[src/rtl/wb_rr_arbiter_pkg.sv]
// Shared types and helpers for the Wishbone round-robin arbiter and its picker.
package wb_rr_arbiter_pkg;

  typedef enum logic [1:0] {
    ARB_IDLE  = 2'd0,
    ARB_ISSUE = 2'd1,
    ARB_WAIT  = 2'd2
  } t_arb_state;

  // Width that holds 0..TIMEOUT-1 with one bit of headroom.
  function automatic int c_wd_w(input int timeout);
    return $clog2(timeout) + 1;
  endfunction

  // First requester searching upward from last+1, wrapping at n (n <= 8).
  function automatic logic [7:0] rr_pick(input logic [7:0] req,
                                         input logic [2:0] last,
                                         input int         n);
    logic [7:0] grant;
    logic       found;
    logic [2:0] idx;
    grant = '0;
    found = 1'b0;
    idx   = '0;
    for (int i = 1; i <= 8; i++) begin
      if (i <= n) begin
        idx = 3'((int'(last) + i) % n);
        if (!found && req[idx]) begin
          grant[idx] = 1'b1;
          found      = 1'b1;
        end
      end
    end
    return grant;
  endfunction

endpackage

[src/rtl/wb_rr_arbiter_pick.sv]
// Combinational round-robin picker: one-hot winner after the last granted index.
module rr_pick_onehot
  import wb_rr_arbiter_pkg::*;
#(
  parameter int N  = 2,
  parameter int LW = (N > 1) ? $clog2(N) : 1
) (
  input  logic [N-1:0]  i_req,
  input  logic [LW-1:0] i_last,
  output logic [N-1:0]  o_grant,
  output logic          o_valid
);

  logic [7:0] w_req8;
  logic [2:0] w_last3;
  logic [7:0] w_grant8;

  always_comb begin
    w_req8           = '0;
    w_req8[N-1:0]    = i_req;
    w_last3          = '0;
    w_last3[LW-1:0]  = i_last;
    w_grant8         = rr_pick(w_req8, w_last3, N);
    o_grant          = w_grant8[N-1:0];
    o_valid          = |w_grant8;
  end

endmodule

[src/rtl/wb_rr_arbiter.sv]
// Round-robin arbiter sharing one pipelined Wishbone slave between N_MASTERS masters,
// one transaction in flight, with a watchdog that turns a hung slave into an error.
//
// state     | meaning
// ARB_IDLE  | no grant; pick next requester after last
// ARB_ISSUE | strobe presented to slave until it is accepted
// ARB_WAIT  | strobe accepted, waiting for ack/err/rty
module wb_rr_arbiter
  import wb_rr_arbiter_pkg::*;
#(
  parameter int N_MASTERS = 2,
  parameter int ADDR_W    = 3,
  parameter int DATA_W    = 32,
  parameter int TIMEOUT   = 16
) (
  input  logic                          clk_i,
  input  logic                          rst_n_i,
  input  logic [N_MASTERS-1:0]          m_cyc_i,
  input  logic [N_MASTERS-1:0]          m_stb_i,
  input  logic [N_MASTERS-1:0]          m_we_i,
  input  logic [N_MASTERS*ADDR_W-1:0]   m_adr_i,
  input  logic [N_MASTERS*DATA_W/8-1:0] m_sel_i,
  input  logic [N_MASTERS*DATA_W-1:0]   m_dat_i,
  output logic [N_MASTERS-1:0]          m_ack_o,
  output logic [N_MASTERS-1:0]          m_err_o,
  output logic [N_MASTERS-1:0]          m_rty_o,
  output logic [N_MASTERS-1:0]          m_stall_o,
  output logic [DATA_W-1:0]             m_dat_o,
  output logic                          s_cyc_o,
  output logic                          s_stb_o,
  output logic                          s_we_o,
  output logic [ADDR_W-1:0]             s_adr_o,
  output logic [DATA_W/8-1:0]           s_sel_o,
  output logic [DATA_W-1:0]             s_dat_o,
  input  logic                          s_ack_i,
  input  logic                          s_err_i,
  input  logic                          s_rty_i,
  input  logic                          s_stall_i,
  input  logic [DATA_W-1:0]             s_dat_i,
  output logic [N_MASTERS-1:0]          grant_o
);

  localparam int LW    = $clog2(N_MASTERS);
  localparam int WD_W  = c_wd_w(TIMEOUT);
  localparam int SEL_W = DATA_W / 8;

  t_arb_state             r_state;
  logic [N_MASTERS-1:0]   r_grant;
  logic [LW-1:0]          r_last;
  logic [WD_W-1:0]        r_wd;

  logic [N_MASTERS-1:0]   w_req;
  logic [N_MASTERS-1:0]   w_pick;
  logic                   w_pick_valid;
  logic [LW-1:0]          w_pick_idx;
  logic                   w_busy;
  logic                   w_gcyc;
  logic                   w_resp;
  logic                   w_abort;
  logic                   w_wd_fire;

  assign w_req = m_cyc_i & m_stb_i;

  rr_pick_onehot #(
    .N  (N_MASTERS),
    .LW (LW)
  ) u_pick (
    .i_req   (w_req),
    .i_last  (r_last),
    .o_grant (w_pick),
    .o_valid (w_pick_valid)
  );

  always_comb begin
    w_pick_idx = '0;
    for (int k = 0; k < N_MASTERS; k++) begin
      if (w_pick[k]) w_pick_idx = LW'(k);
    end
  end

  // r_grant is zero outside ISSUE/WAIT, so this mux also zeroes the slave bus in IDLE.
  always_comb begin
    w_gcyc  = 1'b0;
    s_we_o  = 1'b0;
    s_adr_o = '0;
    s_sel_o = '0;
    s_dat_o = '0;
    for (int k = 0; k < N_MASTERS; k++) begin
      if (r_grant[k]) begin
        w_gcyc  = m_cyc_i[k];
        s_we_o  = m_we_i[k];
        s_adr_o = m_adr_i[k*ADDR_W +: ADDR_W];
        s_sel_o = m_sel_i[k*SEL_W +: SEL_W];
        s_dat_o = m_dat_i[k*DATA_W +: DATA_W];
      end
    end
  end

  assign w_busy    = (r_state != ARB_IDLE);
  assign w_resp    = w_busy & (s_ack_i | s_err_i | s_rty_i);
  assign w_abort   = w_busy & ~w_resp & ~w_gcyc;
  assign w_wd_fire = w_busy & ~w_resp & w_gcyc & (r_wd == WD_W'(TIMEOUT - 1));

  assign s_cyc_o = w_busy & ~w_abort & ~w_wd_fire;
  assign s_stb_o = s_cyc_o & (r_state == ARB_ISSUE);

  assign m_ack_o = r_grant & {N_MASTERS{s_ack_i}};
  assign m_err_o = r_grant & {N_MASTERS{s_err_i | w_wd_fire}};
  assign m_rty_o = r_grant & {N_MASTERS{s_rty_i}};
  assign m_dat_o = s_dat_i;
  assign grant_o = r_grant;

  // Only the granted master in ISSUE can see stall low, and only from the slave.
  always_comb begin
    m_stall_o = w_req & ~r_grant;
    if (r_state == ARB_ISSUE) m_stall_o = m_stall_o | (r_grant & {N_MASTERS{s_stall_i}});
    if (r_state == ARB_WAIT)  m_stall_o = m_stall_o | r_grant;
  end

  always_ff @(posedge clk_i) begin
    if (!rst_n_i) begin
      r_state <= ARB_IDLE;
      r_grant <= '0;
      r_last  <= LW'(N_MASTERS - 1);
      r_wd    <= '0;
    end else begin
      case (r_state)
        ARB_IDLE: begin
          if (w_pick_valid) begin
            r_state <= ARB_ISSUE;
            r_grant <= w_pick;
            r_last  <= w_pick_idx;
            r_wd    <= '0;
          end
        end
        ARB_ISSUE, ARB_WAIT: begin
          if (w_resp | w_abort | w_wd_fire) begin
            r_state <= ARB_IDLE;
            r_grant <= '0;
          end else begin
            r_wd <= r_wd + WD_W'(1);
            if ((r_state == ARB_ISSUE) && !s_stall_i) r_state <= ARB_WAIT;
          end
        end
        default: begin
          r_state <= ARB_IDLE;
          r_grant <= '0;
        end
      endcase
    end
  end

endmodule

[config.mk]
export PLATFORM = sky130hd
export DESIGN_NAME = wb_rr_arbiter
export DESIGN_NICKNAME = d
export VERILOG_FILES = /design/src/rtl/wb_rr_arbiter_pkg.sv /design/src/rtl/wb_rr_arbiter_pick.sv /design/src/rtl/wb_rr_arbiter.sv
export SDC_FILE = /design/constraint.sdc
export NUM_CORES = 1
export LEC_CHECK = 0
export ABC_AREA = 1
export CAP_MARGIN = 15
export CORE_ASPECT_RATIO = 0.6
export CORE_MARGIN = 2
export CORE_UTILIZATION = 23
export DETAILED_ROUTE_END_ITERATION = 8
export PLACE_DENSITY_LB_ADDON = 0.1
export SYNTH_ARGS = -nofsm -noshare
export SYNTH_HDL_FRONTEND = slang
export SYNTH_SLANG_ARGS = --single-unit
[constraint.sdc]
create_clock -name clk_i -period 1.6 [get_ports clk_i]
set_clock_uncertainty 0.1 [all_clocks]
set_input_delay 0.4 -clock clk_i [delete_from_list [all_inputs] [get_ports clk_i]]
set_output_delay 0.4 -clock clk_i [all_outputs]
set_load 0.02 [all_outputs]
Word-level counts from Yosys, hierarchy flattened
Index checks and enable logic that the tools add are counted.
Widths: inputs -> output; s select.
- register bits: 10
- output and inout bits: 84
- add/subtract/negate cells: 3
- order comparisons: 4
- equality and inequality tests: 7
- mux-type cells: 34
- bitwise gates (word level): 29
- reduce and logical (&&, ||, !) cells: 15
- operators by type and width (kind ; number):
    $mux 32 ; 2
    $mux 8 ; 2
    $mux 2 ; 7
    $and 2x2->2 ; 6
    $mux 1 ; 10
    $mux 5 ; 2
    $pmux 5 s2 ; 1
    $and 1x1->1 ; 8
    $lt 3x4->1 const B ; 2
    $mux 4 ; 2
    $or 8x8->8 ; 1
    $pmux 2 s2 ; 2
    $reduce_or 8->1 ; 1
    $ge 3x1->1 const B ; 2
    $mux 3 ; 2
    $reduce_and 2->1 ; 3
    $add 5x1->5 const B ; 1
    $eq 5x4->1 const B ; 1
    $or 1x1->1 ; 5
    $bmux 1 s2 ; 2
    $demux 1 s2 ; 2
    $logic_and 1x1->1 ; 4
    $ne 2x2->1 const B ; 2
    $not 1->1 ; 4
    other kinds (13) ; 18

Longest topological paths before layout
Gate-level depths: netlist of the first run.
- depth after elaboration: 12
- gate-level depth with buffers: 11

By module
A second synthesis of the first run with hierarchy kept.
- cell total of the unflattened synthesis: 292
- area total of the unflattened synthesis: 1612.8 sq um
- modules (own cells, without submodules) (module ; times used ; cells each ; area an instance (sq um) ; sequential area each (sq um)):
    wb_rr_arbiter ; 1 ; 286 ; 1586.5 ; 200.2
    rr_pick_onehot ; 1 ; 6 ; 26.3 ; 0.0

Least setup slack after synthesis of the first run
No wires, ideal clock.
- kind: register -> output
- start point: register r_state[0]
- end point: output s_stb_o
- arrival: 1.797 ns
- setup slack: -0.697 ns
- stages on the path, launching flop included: 10
- cells stage by stage: dfxtp_1 -> inv_1 -> ha_1 -> inv_2 -> nand3_2 -> inv_1 -> nand3_2 -> inv_1 -> nor3_1 -> and2_1
- longest elaborated chain between the ends: 9
- RTL lines (item ; line ; source):
    start: declaration ; wb_rr_arbiter.sv:47 ; t_arb_state r_state;
    start signal: assignment ; wb_rr_arbiter.sv:122 ; r_state <= ARB_IDLE;
    start signal: assignment ; wb_rr_arbiter.sv:130 ; r_state <= ARB_ISSUE;
    start signal: assignment ; wb_rr_arbiter.sv:138 ; r_state <= ARB_IDLE;
    $reduce_bool 2->1 (*) ; wb_rr_arbiter.sv:99 ; assign w_busy = (r_state != ARB_IDLE);
    $and 1x1->1 ; wb_rr_arbiter.sv:100 ; assign w_resp = w_busy & (s_ack_i | s_err_i | s_rty_i);
    $not 1->1 ; wb_rr_arbiter.sv:101, wb_rr_arbiter.sv:102 ;
    $and 1x1->1 ; wb_rr_arbiter.sv:101, wb_rr_arbiter.sv:102 ;
    $and 1x1->1 (on tied branches) ; wb_rr_arbiter.sv:101, wb_rr_arbiter.sv:102 ;
    $not 1->1 or $and 1x1->1 (tied branches) ; wb_rr_arbiter.sv:104, wb_rr_arbiter.sv:102 ;
    $and 1x1->1 or $not 1->1 (tied branches) ; wb_rr_arbiter.sv:104 ; assign s_cyc_o = w_busy & ~w_abort & ~w_wd_fire;
    $and 1x1->1 (*) ; wb_rr_arbiter.sv:104 ;
    net s_cyc_o ; wb_rr_arbiter.sv:29 ; output logic s_cyc_o,
    $and 1x1->1 (*) ; wb_rr_arbiter.sv:105 ; assign s_stb_o = s_cyc_o & (r_state == ARB_ISSUE);
    end: declaration ; wb_rr_arbiter.sv:30 ; output logic s_stb_o,
The timed path passes the listed nets; every way through them passes the cells marked *.

Worst setup path after layout of the first run
- start point: register r_wd[1]
- end point: output s_stb_o
- longest elaborated chain between the ends: 5
- RTL lines (item ; line ; source):
    start: declaration ; wb_rr_arbiter.sv:50 ; logic [WD_W-1:0] r_wd;
    start signal: assignment ; wb_rr_arbiter.sv:141 ; r_wd <= r_wd + WD_W'(1);
    $eq 5x4->1 ; wb_rr_arbiter.sv:102 ; assign w_wd_fire = w_busy & ~w_resp & w_gcyc & (r_wd == WD_W'(TIMEOUT - 1));
    $and 1x1->1 ; wb_rr_arbiter.sv:102 ;
    $not 1->1 ; wb_rr_arbiter.sv:104 ;
    $and 1x1->1 ; wb_rr_arbiter.sv:104 ;
    $and 1x1->1 ; wb_rr_arbiter.sv:105 ;
No other way between the ends.

==> results.yml, run 1 <==
run_status:
  status: "finished, violations left"
  violations_in_the_final_reports: "setup timing"
yosys:
  netlist_instances: 286
  synth.largest_area_cell: "sky130_fd_sc_hd__nand2_1"
  synth_cell_types: 25
  mappedNetlistArea_sq_um: 1580
  synth.top_cells.by_count: "107 x sky130_fd_sc_hd__nand2_1, 51 x sky130_fd_sc_hd__nand3_1, 32 x sky130_fd_sc_hd__buf_4, 18 x sky130_fd_sc_hd__inv_1, 15 x sky130_fd_sc_hd__nor2_1"
  synth.yosys.seq_area_share: 0.127
  mappedNetlistNets: 414
  postSynthRegisterBits: 10
  synthMostInstantiatedCell: "sky130_fd_sc_hd__nand2_1"
  yosysWarningCount: 0
  synth_top_area_share: 0.254
  synth-edff-count: 0
  post_synth.cell_area_avg_sq_um: 5.52
  asyncSetResetFlopFracSynth: 0
  synth_area_leaders: "sky130_fd_sc_hd__nand2_1 25%, sky130_fd_sc_hd__nand3_1 16%, sky130_fd_sc_hd__buf_4 15%, sky130_fd_sc_hd__dfxtp_1 13%, sky130_fd_sc_hd__ha_1 4.8%"
  postSynth.topFlopCell: "sky130_fd_sc_hd__dfxtp_1"
critical_path:
  cp_data_arrival_time_ns: 1.54
  critPathMostFrequentCell: "sky130_fd_sc_hd__ha_4"
  crit_path_top_delay_cell: "sky130_fd_sc_hd__dfxtp_2"
  timing.critical_path.max_delay_family: "simple AND/OR/NAND/NOR gates"
  critical_path.max_fanout: 2
  timing.setup.critical_path_class: "flip-flop to primary output"
  timing.rr.end: "r_wd[4]$_SDFFE_PN0P_"
  rrSetupSlack_ns: -0.17
  cp_cell_sequence: "ha_4 > nand2_2 > nor2_2 > ha_4 > nand3_4 > inv_4 > nor3_4 > and2_4 > buf_6"
  critical_path_buf_inv_count: 2
  crit_required_ns: 1.10
  worst_setup_path_end_kind: "primary output"
  crit_path_start_kind: "flip-flop"
  rr_worst_depth: 12
  cp_slowest_stage_delay_ns: 0.34
  timing.rr.start: "r_wd[1]$_SDFFE_PN0P_"
power_and_ir_drop:
  power_switching_share: 0.466
  clock_share_of_power: 0.061
  internal_power_mw: 4.41
  leakage_power_figure_nw: 1.98
  p_switching_mw: 3.85
  power.share.combinational: 0.884
  vdd_ir_drop_max_mv: 0.895
  power_density_nw_per_um2: 1850
  sequential_power_share: 0.055
timing:
  worstMarginPinSlew_ns: 0.285
  setup_viol: 56
  timing.final.max_slew_violations: 0
  maxClockFrequency_ghz: 0.491
  hold_violations: 0
  post-route-worst-setup-slack_ns: -0.436
  max-slew-margin-rel: 0.809
  hold_ws_ns: 0.399
  fin_tns_setup_ns: -11.23
  period_share: 1.27
  min_period_ns: 2.04
  rsz_0062_raised_after_global_routing: "yes"
die:
  die_height_um: 68.2
  die_width_um: 111
  initial_utilization: 0.238
  design.core.area_sq_um: 6650
  floorplan.rows: 23
  floorplan.die_area_sq_um: 7570
  top_level_ports: 206
hold_path:
  hold-path-cell-count: 2
  timing.hold.worst.start: "r_wd[4]$_SDFFE_PN0P_"
  min_path_type: "flip-flop to flip-flop"
  holdPathEnd: "r_wd[4]$_SDFFE_PN0P_"
cts:
  worst_setup_hold_path_clk_slew_ns: 0.04
  cts-root-to-sink-buffers: 2
  cts_tree: "built"
  cts_htree_levels: 1
  clk_sinks: 10
  root_buffer: "sky130_fd_sc_hd__clkbuf_16"
  clk-insertion-delay-late_ns: 0.24
  cts_made_buffers: 3
placement:
  detailedPlace.worstSlack_ns: -1.09
  port_bufs: 141
  finalWeightedCongestion: 0.811
  hpwl_um: 5460
  dpl-instance-area_sq_um: 3130
finish:
  finish.utilization: 0.671
  register_area_sq_um: 213
  area.growth.synth_to_final_pct: 183
  drive_above_1_share: 0.593
  antenna_cells: 0
  final_nets: 579
  filler_cell_count: 563
  multiInputGateArea_sq_um: 1670
  post-route-cell-area_sq_um: 4460
detailed_routing:
  detail_route.first_pass.iterations: 4
  route.vias.total: 2447
  via_per_inst: 4.56
  first_iter_violations: 79
  post_drt_wl_per_cell_um: 16.1
  ant_nets: 0
  route.detailed.drc: 0
  drt-total-wl_um: 8670
job:
  maxCapViolations: 0
global_route:
  via_count_of_the_first_global_routing_pass: 2307
  grt_max_degree: 19
  globalRoute.totalOverflow: 0
  grt_antenna_before_repair: 0
  grt_first_pass_wirelength_um: 12000
  grtUsageTotal: 0.201
==> per-stage QoR <==
stage	total power, mW	cells
2_1_floorplan	2.95	286
3_3_place_gp	4.98	497
3_5_place_dp	4.98	497
4_1_cts	7.52	531
5_1_grt	8.72	537
6_report	8.26	537
==> power by group through the flow <==
| stage | Sequential [mW] | Combinational (mW) | Clock [mW] |
|---|---|---|---|
| after floorplan | 0.450 | 2.50 | 0 |
| after global placement | 0.434 | 4.55 | 0 |
| after detailed placement | 0.429 | 4.55 | 0 |
| after CTS | 0.438 | 6.57 | 0.519 |
| after global routing | 0.463 | 7.72 | 0.536 |
| final | 0.453 | 7.30 | 0.506 |
==> worst max path at each step <==
stage,depth (start not counted),start,to
final,9,r_wd[1]$_SDFFE_PN0P_,s_stb_o
after global routing,9,r_wd[1]$_SDFFE_PN0P_,s_stb_o
after detailed placement,9,s_err_i,m_err_o[1]
after floorplan,9,r_state[1]$_SDFFE_PN0P_,s_stb_o
after CTS,9,r_wd[1]$_SDFFE_PN0P_,s_stb_o
after global placement,9,s_err_i,m_err_o[0]
==> registers in the layout, indices dropped and copies added (netlist names) <==
register,count
grant_o,2
r_last,1
r_state,2
r_wd,5
==> logic make-up (layout without fill, tap and decap cells) <==
logic type,count (synthesis),after routing,share of synthesized area
and+or+nand+nor,187,188,0.527
buffers and inverters,67,230,0.246
AOI/OAI and AO/OA,16,16,0.0523
DFF,10,10,0.127
adders and majority gates,6,6,0.0475
==> routing by layer <==
metal  part of all wire  GRT usage  vias up
li1                   -          -     1213
met4              0.024     0.0594        0
met1               0.45      0.260     1127
met2               0.47      0.338       89
met5                  0          0        -
met3              0.059     0.0523       18
==> cell usage in the layout, fill, tap and decap left out, types with 2 or more instances in the layout <==
cell | netlist | routed
sky130_fd_sc_hd__dfxtp_4 | 0 | 2
sky130_fd_sc_hd__a31oi_1 | 2 | 2
sky130_fd_sc_hd__nand2_2 | 2 | 52
sky130_fd_sc_hd__ha_4 | 0 | 5
sky130_fd_sc_hd__buf_2 | 2 | 2
sky130_fd_sc_hd__buf_12 | 0 | 11
sky130_fd_sc_hd__buf_8 | 0 | 6
sky130_fd_sc_hd__nor2_1 | 15 | 10
sky130_fd_sc_hd__clkbuf_16 | 0 | 7
sky130_fd_sc_hd__buf_4 | 32 | 27
sky130_fd_sc_hd__nor2_2 | 0 | 4
sky130_fd_sc_hd__nand2_1 | 107 | 48
sky130_fd_sc_hd__dfxtp_1 | 10 | 4
sky130_fd_sc_hd__buf_6 | 1 | 65
sky130_fd_sc_hd__o21ai_0 | 4 | 3
sky130_fd_sc_hd__inv_4 | 0 | 2
sky130_fd_sc_hd__nand3_1 | 51 | 10
sky130_fd_sc_hd__inv_2 | 1 | 10
sky130_fd_sc_hd__dlymetal6s2s_1 | 0 | 2
sky130_fd_sc_hd__inv_1 | 18 | 7
sky130_fd_sc_hd__nand2_4 | 2 | 9
sky130_fd_sc_hd__a21oi_2 | 0 | 3
sky130_fd_sc_hd__nand2_8 | 0 | 3
sky130_fd_sc_hd__nand3_4 | 0 | 18
sky130_fd_sc_hd__nor2_4 | 2 | 3
sky130_fd_sc_hd__clkdlybuf4s50_1 | 0 | 78
sky130_fd_sc_hd__dfxtp_2 | 0 | 4
sky130_fd_sc_hd__dlygate4sd2_1 | 0 | 9
sky130_fd_sc_hd__buf_16 | 0 | 2
sky130_fd_sc_hd__nand3_2 | 3 | 26
sky130_fd_sc_hd__a21oi_1 | 10 | 7
==> layout make-up <==
type                       instances  area share
multi-input combinational        210       0.374
clock buffer                       4      0.0199
inverter                          20      0.0196
timing repair buffer             206       0.514
tap                               87      0.0244
sequential                        10      0.0477
==> what timing repair did <==
item                       in CTS  in global routing
setup endpoints to repair      61                 61
pin swaps                      45                 34
hold buffers                    0                  0
gates resized for setup       433                 88
buffers inserted               21                  7
gates cloned                    9                  5
==> worst reg2reg max path, stage by stage (launching register included) <==
cell	delay (ns)
sky130_fd_sc_hd__dfxtp_2	0.34
sky130_fd_sc_hd__ha_4	0.14
sky130_fd_sc_hd__nand2_2	0.05
sky130_fd_sc_hd__nor2_2	0.14
sky130_fd_sc_hd__ha_4	0.17
sky130_fd_sc_hd__nand3_4	0.07
sky130_fd_sc_hd__buf_4	0.14
sky130_fd_sc_hd__buf_6	0.12
sky130_fd_sc_hd__nand2_8	0.10
sky130_fd_sc_hd__nand2_2	0.10
sky130_fd_sc_hd__nand3_1	0.10
sky130_fd_sc_hd__nand2_1	0.06
sky130_fd_sc_hd__nor2_1	0.09
Power figures use the tool's default switching activity.
==> run 2, diff against run 1 <==
Settings changed: CTS_BUF_LIST from default to sky130_fd_sc_hd__clkbuf_16.
==> run 2 against run 1 <==
The flow still finishes with violations (setup timing). Utilization fell by 0.075 points. Die area did not move. Global-route usage did not move. Largest power group unchanged.
==> results.yml, run 2 (synthesized netlist as in run 1, its figures left out) <==
die:
  floorplan.die_area_sq_um: 7570
  die_height_um: 68.2
  top_level_ports: 206
  floorplan.rows: 23
  initial_utilization: 0.238
  design.core.area_sq_um: 6650
  die_width_um: 111
timing:
  max-slew-margin-rel: 0.807
  post-route-worst-setup-slack_ns: -0.409
  setup_viol: 56
  period_share: 1.26
  timing.final.max_slew_violations: 0
  min_period_ns: 2.01
  worstMarginPinSlew_ns: 0.288
  maxClockFrequency_ghz: 0.498
  rsz_0062_raised_after_global_routing: "yes"
  hold_violations: 0
  hold_ws_ns: 0.402
detailed_routing:
  route.vias.total: 2438
  detail_route.first_pass.iterations: 4
  drt-total-wl_um: 8600
  first_iter_violations: 79
  route.detailed.drc: 0
  ant_nets: 0
  post_drt_wl_per_cell_um: 16.0
  via_per_inst: 4.54
cts:
  cts_tree: "built"
  root_buffer: "sky130_fd_sc_hd__clkbuf_16"
  cts-root-to-sink-buffers: 2
  clk_sinks: 10
  clk-insertion-delay-late_ns: 0.24
  worst_setup_hold_path_clk_slew_ns: 0.04
  cts_made_buffers: 3
  cts_htree_levels: 1
critical_path:
  crit_required_ns: 1.10
  cp_cell_sequence: "ha_4 > nand2_2 > nor2_2 > ha_4 > nand3_4 > inv_4 > nor3_4 > and2_4 > buf_6"
  critical_path.max_fanout: 2
  critPathMostFrequentCell: "sky130_fd_sc_hd__ha_4"
  cp_slowest_stage_delay_ns: 0.33
  critical_path_buf_inv_count: 2
  timing.critical_path.max_delay_family: "simple AND/OR/NAND/NOR gates"
  timing.setup.critical_path_class: "flip-flop to primary output"
  crit_path_start_kind: "flip-flop"
  critical_path.startpoint: "r_wd[0]$_SDFFE_PN0P_"
  worst_setup_path_end_kind: "primary output"
  timing.rr.start: "r_wd[1]$_SDFFE_PN0P_"
  cp_data_arrival_time_ns: 1.51
  crit_path_top_delay_cell: "sky130_fd_sc_hd__dfxtp_2"
power_and_ir_drop:
  leakage_power_figure_nw: 1.98
  vdd_ir_drop_max_mv: 0.894
  power_density_nw_per_um2: 1850
finish:
  drive_above_1_share: 0.591
  layout_common_cells: "78 x sky130_fd_sc_hd__clkdlybuf4s50_1, 65 x sky130_fd_sc_hd__buf_6, 51 x sky130_fd_sc_hd__nand2_2"
  area.growth.synth_to_final_pct: 182
  final_nets: 579
  post-route-cell-area_sq_um: 4460
  stdcell_count: 537
  largest_register_ff_count: 5
  filler_cell_count: 562
  antenna_cells: 0
  registers.top_by_ff_count: "r_wd"
  layout_commonest_cell: "sky130_fd_sc_hd__clkdlybuf4s50_1"
placement:
  finalWeightedCongestion: 0.811
  port_bufs: 141
  dpl-instance-area_sq_um: 3130
  detailedPlace.worstSlack_ns: -1.09
  dp_cells: 497
  hpwl_um: 5460
global_route:
  grtUsageTotal: 0.201
  globalRoute.totalOverflow: 0
  grt_antenna_before_repair: 0
  grt_first_pass_wirelength_um: 12000
  grt_max_degree: 19
  via_count_of_the_first_global_routing_pass: 2305
job:
  maxCapViolations: 0
hold_path:
  timing.hold.worst.start: "r_wd[4]$_SDFFE_PN0P_"
  min_path_type: "flip-flop to flip-flop"
run_status:
  violations_in_the_final_reports: "setup timing"
  status: "finished, violations left"
==> run 2: cell types whose count changed in the layout (fill, tap and decap cells not counted), sizes merged <==
| cell | previous run | this run |
|---|---|---|
| clkbuf | 8 | 7 |
| clkinv | 0 | 1 |
==> run 2: final timing paths <==
kind,slack [ns],cells after the start,to
worst max-delay path,-0.41,9,s_stb_o
worst min-delay path,0.40,2,r_wd[4]$_SDFFE_PN0P_
worst max register to register,-0.13,12,r_wd[3]$_SDFFE_PN0P_
worst min register to register,0.40,2,r_wd[4]$_SDFFE_PN0P_
==> run 2: tightest hold or removal path, stage by stage, from the launching register on <==
cell and delay (ns):
sky130_fd_sc_hd__dfxtp_1 0.31, sky130_fd_sc_hd__a21oi_2 0.09, sky130_fd_sc_hd__nor2_1 0.05
==> run 2: repair_timing <==
action / 4_1_cts / 5_1_grt
hold buffers: 0 / 0
gates cloned: 9 / 5
gates resized for setup: 435 / 87
setup endpoints to repair: 61 / 60
setup buffers: 21 / 7
pin swaps: 45 / 34
==> run 2: metal layers <==
metal / global-route usage / wire length [um] / vias to the layer above
met2: 0.337 / 4040 / 93
met3: 0.0523 / 522 / 18
met1: 0.261 / 3830 / 1112
met4: 0.0594 / 206 / 0
li1: - / - / 1215
met5: 0 / 0 / -
==> run 2: report_power, final <==
| group | internal [mW] | total, mW | leakage, nW | switching [mW] |
|---|---|---|---|---|
| Clock | 0.329 | 0.457 | 0.0385 | 0.128 |
| Sequential | 0.356 | 0.452 | 0.0850 | 0.0960 |
| Combinational | 3.68 | 7.32 | 1.85 | 3.63 |
==> run 2: layout make-up <==
cell class,instances,area (sq um),share of cell area
clock buffers,3,75.1,0.0168
clock inverters,1,3.75,0.000842
inverters,20,87.6,0.0197
multi-input cells,210,1670,0.376
flip-flops and latches,10,213,0.0477
well taps,87,109,0.0244
repair buffers,206,2290,0.515
==> run 2: stage by stage <==
| step | power [mW] | util | TNS (ns) |
|---|---|---|---|
| after detailed placement | 4.98 | 0.470 | -33.22 |
| after floorplan | 2.95 | - | -0.551 |
| after CTS | 7.50 | 0.611 | -11.43 |
| after global routing | 8.70 | 0.670 | -13.49 |
| final | 8.23 | 0.670 | -10.82 |
| after global placement | 4.98 | 0.470 | -32.91 |
==> run 3, diff against run 2 <==
Settings changed: REMOVE_ABC_BUFFERS from default to 1.
==> run 3 against run 2 <==
Global-route usage up 9.8 points. Sequential power fell by 3%. The flow still finishes with violations (setup timing). First-iteration DRC count up 18%. Clock power about the same. Combinational power rose by 2%. Critical path type unchanged. Cell count is the same. Routed wire length increased by 42%. Sequential share of layout area shrank 0.069 points. Non-clock buffer count did not move. Maximum frequency fell by 5.2%. Via count is 8.4% higher.
==> results.yml, run 3 (synthesized netlist as in run 1, its figures left out) <==
timing:
  setup_viol: 59
  maxClockFrequency_ghz: 0.472
  rsz_0062_raised_after_global_routing: "yes"
  period_share: 1.32
  min_period_ns: 2.12
  max-slew-margin-rel: 0.796
  hold_violations: 0
  worstMarginPinSlew_ns: 0.306
  post-route-worst-setup-slack_ns: -0.519
  timing.final.max_slew_violations: 0
critical_path:
  cp_data_arrival_time_ns: 1.62
  timing.setup.critical_path_class: "flip-flop to primary output"
  critical_path.max_fanout: 2
  crit_required_ns: 1.10
  cp_slowest_stage_delay_ns: 0.35
  cp_cell_sequence: "ha_4 > nand2_4 > nor2_4 > ha_4 > nand3_4 > inv_4 > buf_6 > nor2_2 > nor2_1 > buf_4"
  critical_path_buf_inv_count: 3
  crit_path_start_kind: "flip-flop"
  worst_setup_path_end_kind: "primary output"
  crit_path_top_delay_cell: "sky130_fd_sc_hd__dfxtp_2"
  timing.critical_path.max_delay_family: "simple AND/OR/NAND/NOR gates"
  critPathMostFrequentCell: "sky130_fd_sc_hd__ha_4"
finish:
  largest_register_ff_count: 5
  area.growth.synth_to_final_pct: 183
  stdcell_count: 537
  layout_commonest_cell: "sky130_fd_sc_hd__clkdlybuf4s50_1"
  antenna_cells: 0
  filler_cell_count: 500
  drive_above_1_share: 0.600
  post-route-cell-area_sq_um: 4470
  final_nets: 579
  multiInputGateArea_sq_um: 1740
  registers.top_by_ff_count: "r_wd"
  layout_common_cells: "81 x sky130_fd_sc_hd__clkdlybuf4s50_1, 66 x sky130_fd_sc_hd__buf_6, 51 x sky130_fd_sc_hd__nand2_1"
  register_area_sq_um: 210
detailed_routing:
  ant_nets: 0
  route.vias.total: 2642
  route.detailed.drc: 0
  drt-total-wl_um: 12200
  first_iter_violations: 93
  via_per_inst: 4.92
  detail_route.first_pass.iterations: 4
  post_drt_wl_per_cell_um: 22.7
global_route:
  via_count_of_the_first_global_routing_pass: 2592
  grt_antenna_before_repair: 0
  globalRoute.totalOverflow: 0
  grtUsageTotal: 0.299
  grt_first_pass_wirelength_um: 16500
  grt_max_degree: 17
hold_path:
  min_path_type: "flip-flop to flip-flop"
placement:
  port_bufs: 141
  dp_cells: 498
  finalWeightedCongestion: 0.836
  hpwl_um: 7710
  dpl-instance-area_sq_um: 3030
cts:
  clk_sinks: 10
  cts_made_buffers: 3
  cts_htree_levels: 1
  clk-insertion-delay-late_ns: 0.24
  root_buffer: "sky130_fd_sc_hd__clkbuf_16"
  cts-root-to-sink-buffers: 2
  cts_tree: "built"
  worst_setup_hold_path_clk_slew_ns: 0.04
  hold_buffers: 0
power_and_ir_drop:
  sequential_power_share: 0.053
  vdd_ir_drop_max_mv: 0.806
  p_switching_mw: 4.08
  leakage_power_figure_nw: 1.96
  power_switching_share: 0.489
  internal_power_mw: 4.26
  clock_share_of_power: 0.055
  power_density_nw_per_um2: 1860
  power.share.combinational: 0.892
die:
  design.core.area_sq_um: 6650
  initial_utilization: 0.238
  floorplan.die_area_sq_um: 7570
  top_level_ports: 206
  die_width_um: 111
  floorplan.rows: 23
  die_height_um: 68.2
run_status:
  status: "finished, violations left"
  violations_in_the_final_reports: "setup timing"
job:
  maxCapViolations: 0
run 3: cell count changes in the layout (fill, tap and decap cells not counted), sizes merged:
| cell | previous run | this run |
|---|---|---|
| clkdlybuf4s50 | 78 | 81 |
| buf | 113 | 117 |
| clkbuf | 7 | 3 |
| dlymetal6s2s | 2 | 0 |
| dlygate4sd2 | 9 | 8 |
run 3: worst register-to-register path, delay by kind of cell (launching register included):
kind / cells / cell delay (ns)
compound gates: 1 / 0.16
fa+ha+maj: 2 / 0.33
buf+inv: 4 / 0.49
flops: 1 / 0.35
simple gates: 7 / 0.60
run 3: layout make-up:
type	count	area share
clock buffer	3	0.0168
clock inverter	1	0.000840
inverter	20	0.0190
multi-input combinational	210	0.390
sequential	10	0.0470
tap	87	0.0244
timing repair buffer	206	0.502
run 3: path summary, 6_finish.rpt:
check,startpoint,depth (start not counted),endpoint,slack [ns]
worst max register to register,r_wd[0]$_SDFFE_PN0P_,14,r_wd[3]$_SDFFE_PN0P_,-0.49
worst max-delay path,r_wd[0]$_SDFFE_PN0P_,10,m_err_o[1],-0.52
worst min-delay path,r_wd[4]$_SDFFE_PN0P_,2,r_wd[4]$_SDFFE_PN0P_,0.41
worst min register to register,r_wd[4]$_SDFFE_PN0P_,2,r_wd[4]$_SDFFE_PN0P_,0.41
run 3: power by group through the flow:
stage	clock network, mW	registers [mW]	logic [mW]
finish	0.458	0.440	7.44
global route	0.478	0.446	7.77
CTS	0.459	0.436	6.71
detailed placement	0	0.405	4.29
global placement	0	0.401	4.30
floorplan	0	0.637	1.95
run 3: timing repair:
| action | 4_1_cts | 5_1_grt |
|---|---|---|
| resized for setup | 458 | 108 |
| hold endpoints to repair | 0 | 0 |
| pin swaps | 51 | 48 |
| gates cloned | 9 | 0 |
| setup endpoints to repair | 61 | 60 |
| buffers inserted | 25 | 14 |
run 3: routing by layer:
layer | vias to the layer above | track usage | routed length, um
li1 | 1214 | - | -
met1 | 1182 | 0.307 | 4270
met2 | 211 | 0.490 | 5450
met3 | 33 | 0.232 | 2060
met4 | 2 | 0.0563 | 325
met5 | - | 0.0867 | 76
run 3: stage by stage:
step	setup TNS [ns]	utilization	worst slack (ns)	total power [mW]	hold WS (ns)
after CTS	-15.31	0.621	-0.524	7.60	0.398
after global placement	-33.49	0.455	-1.20	4.70	0.375
after detailed placement	-33.97	0.455	-1.15	4.69	0.385
after floorplan	-38.09	-	-1.52	2.59	0.352
after global routing	-16.46	0.672	-0.570	8.69	0.434
final	-14.64	0.672	-0.519	8.33	0.406
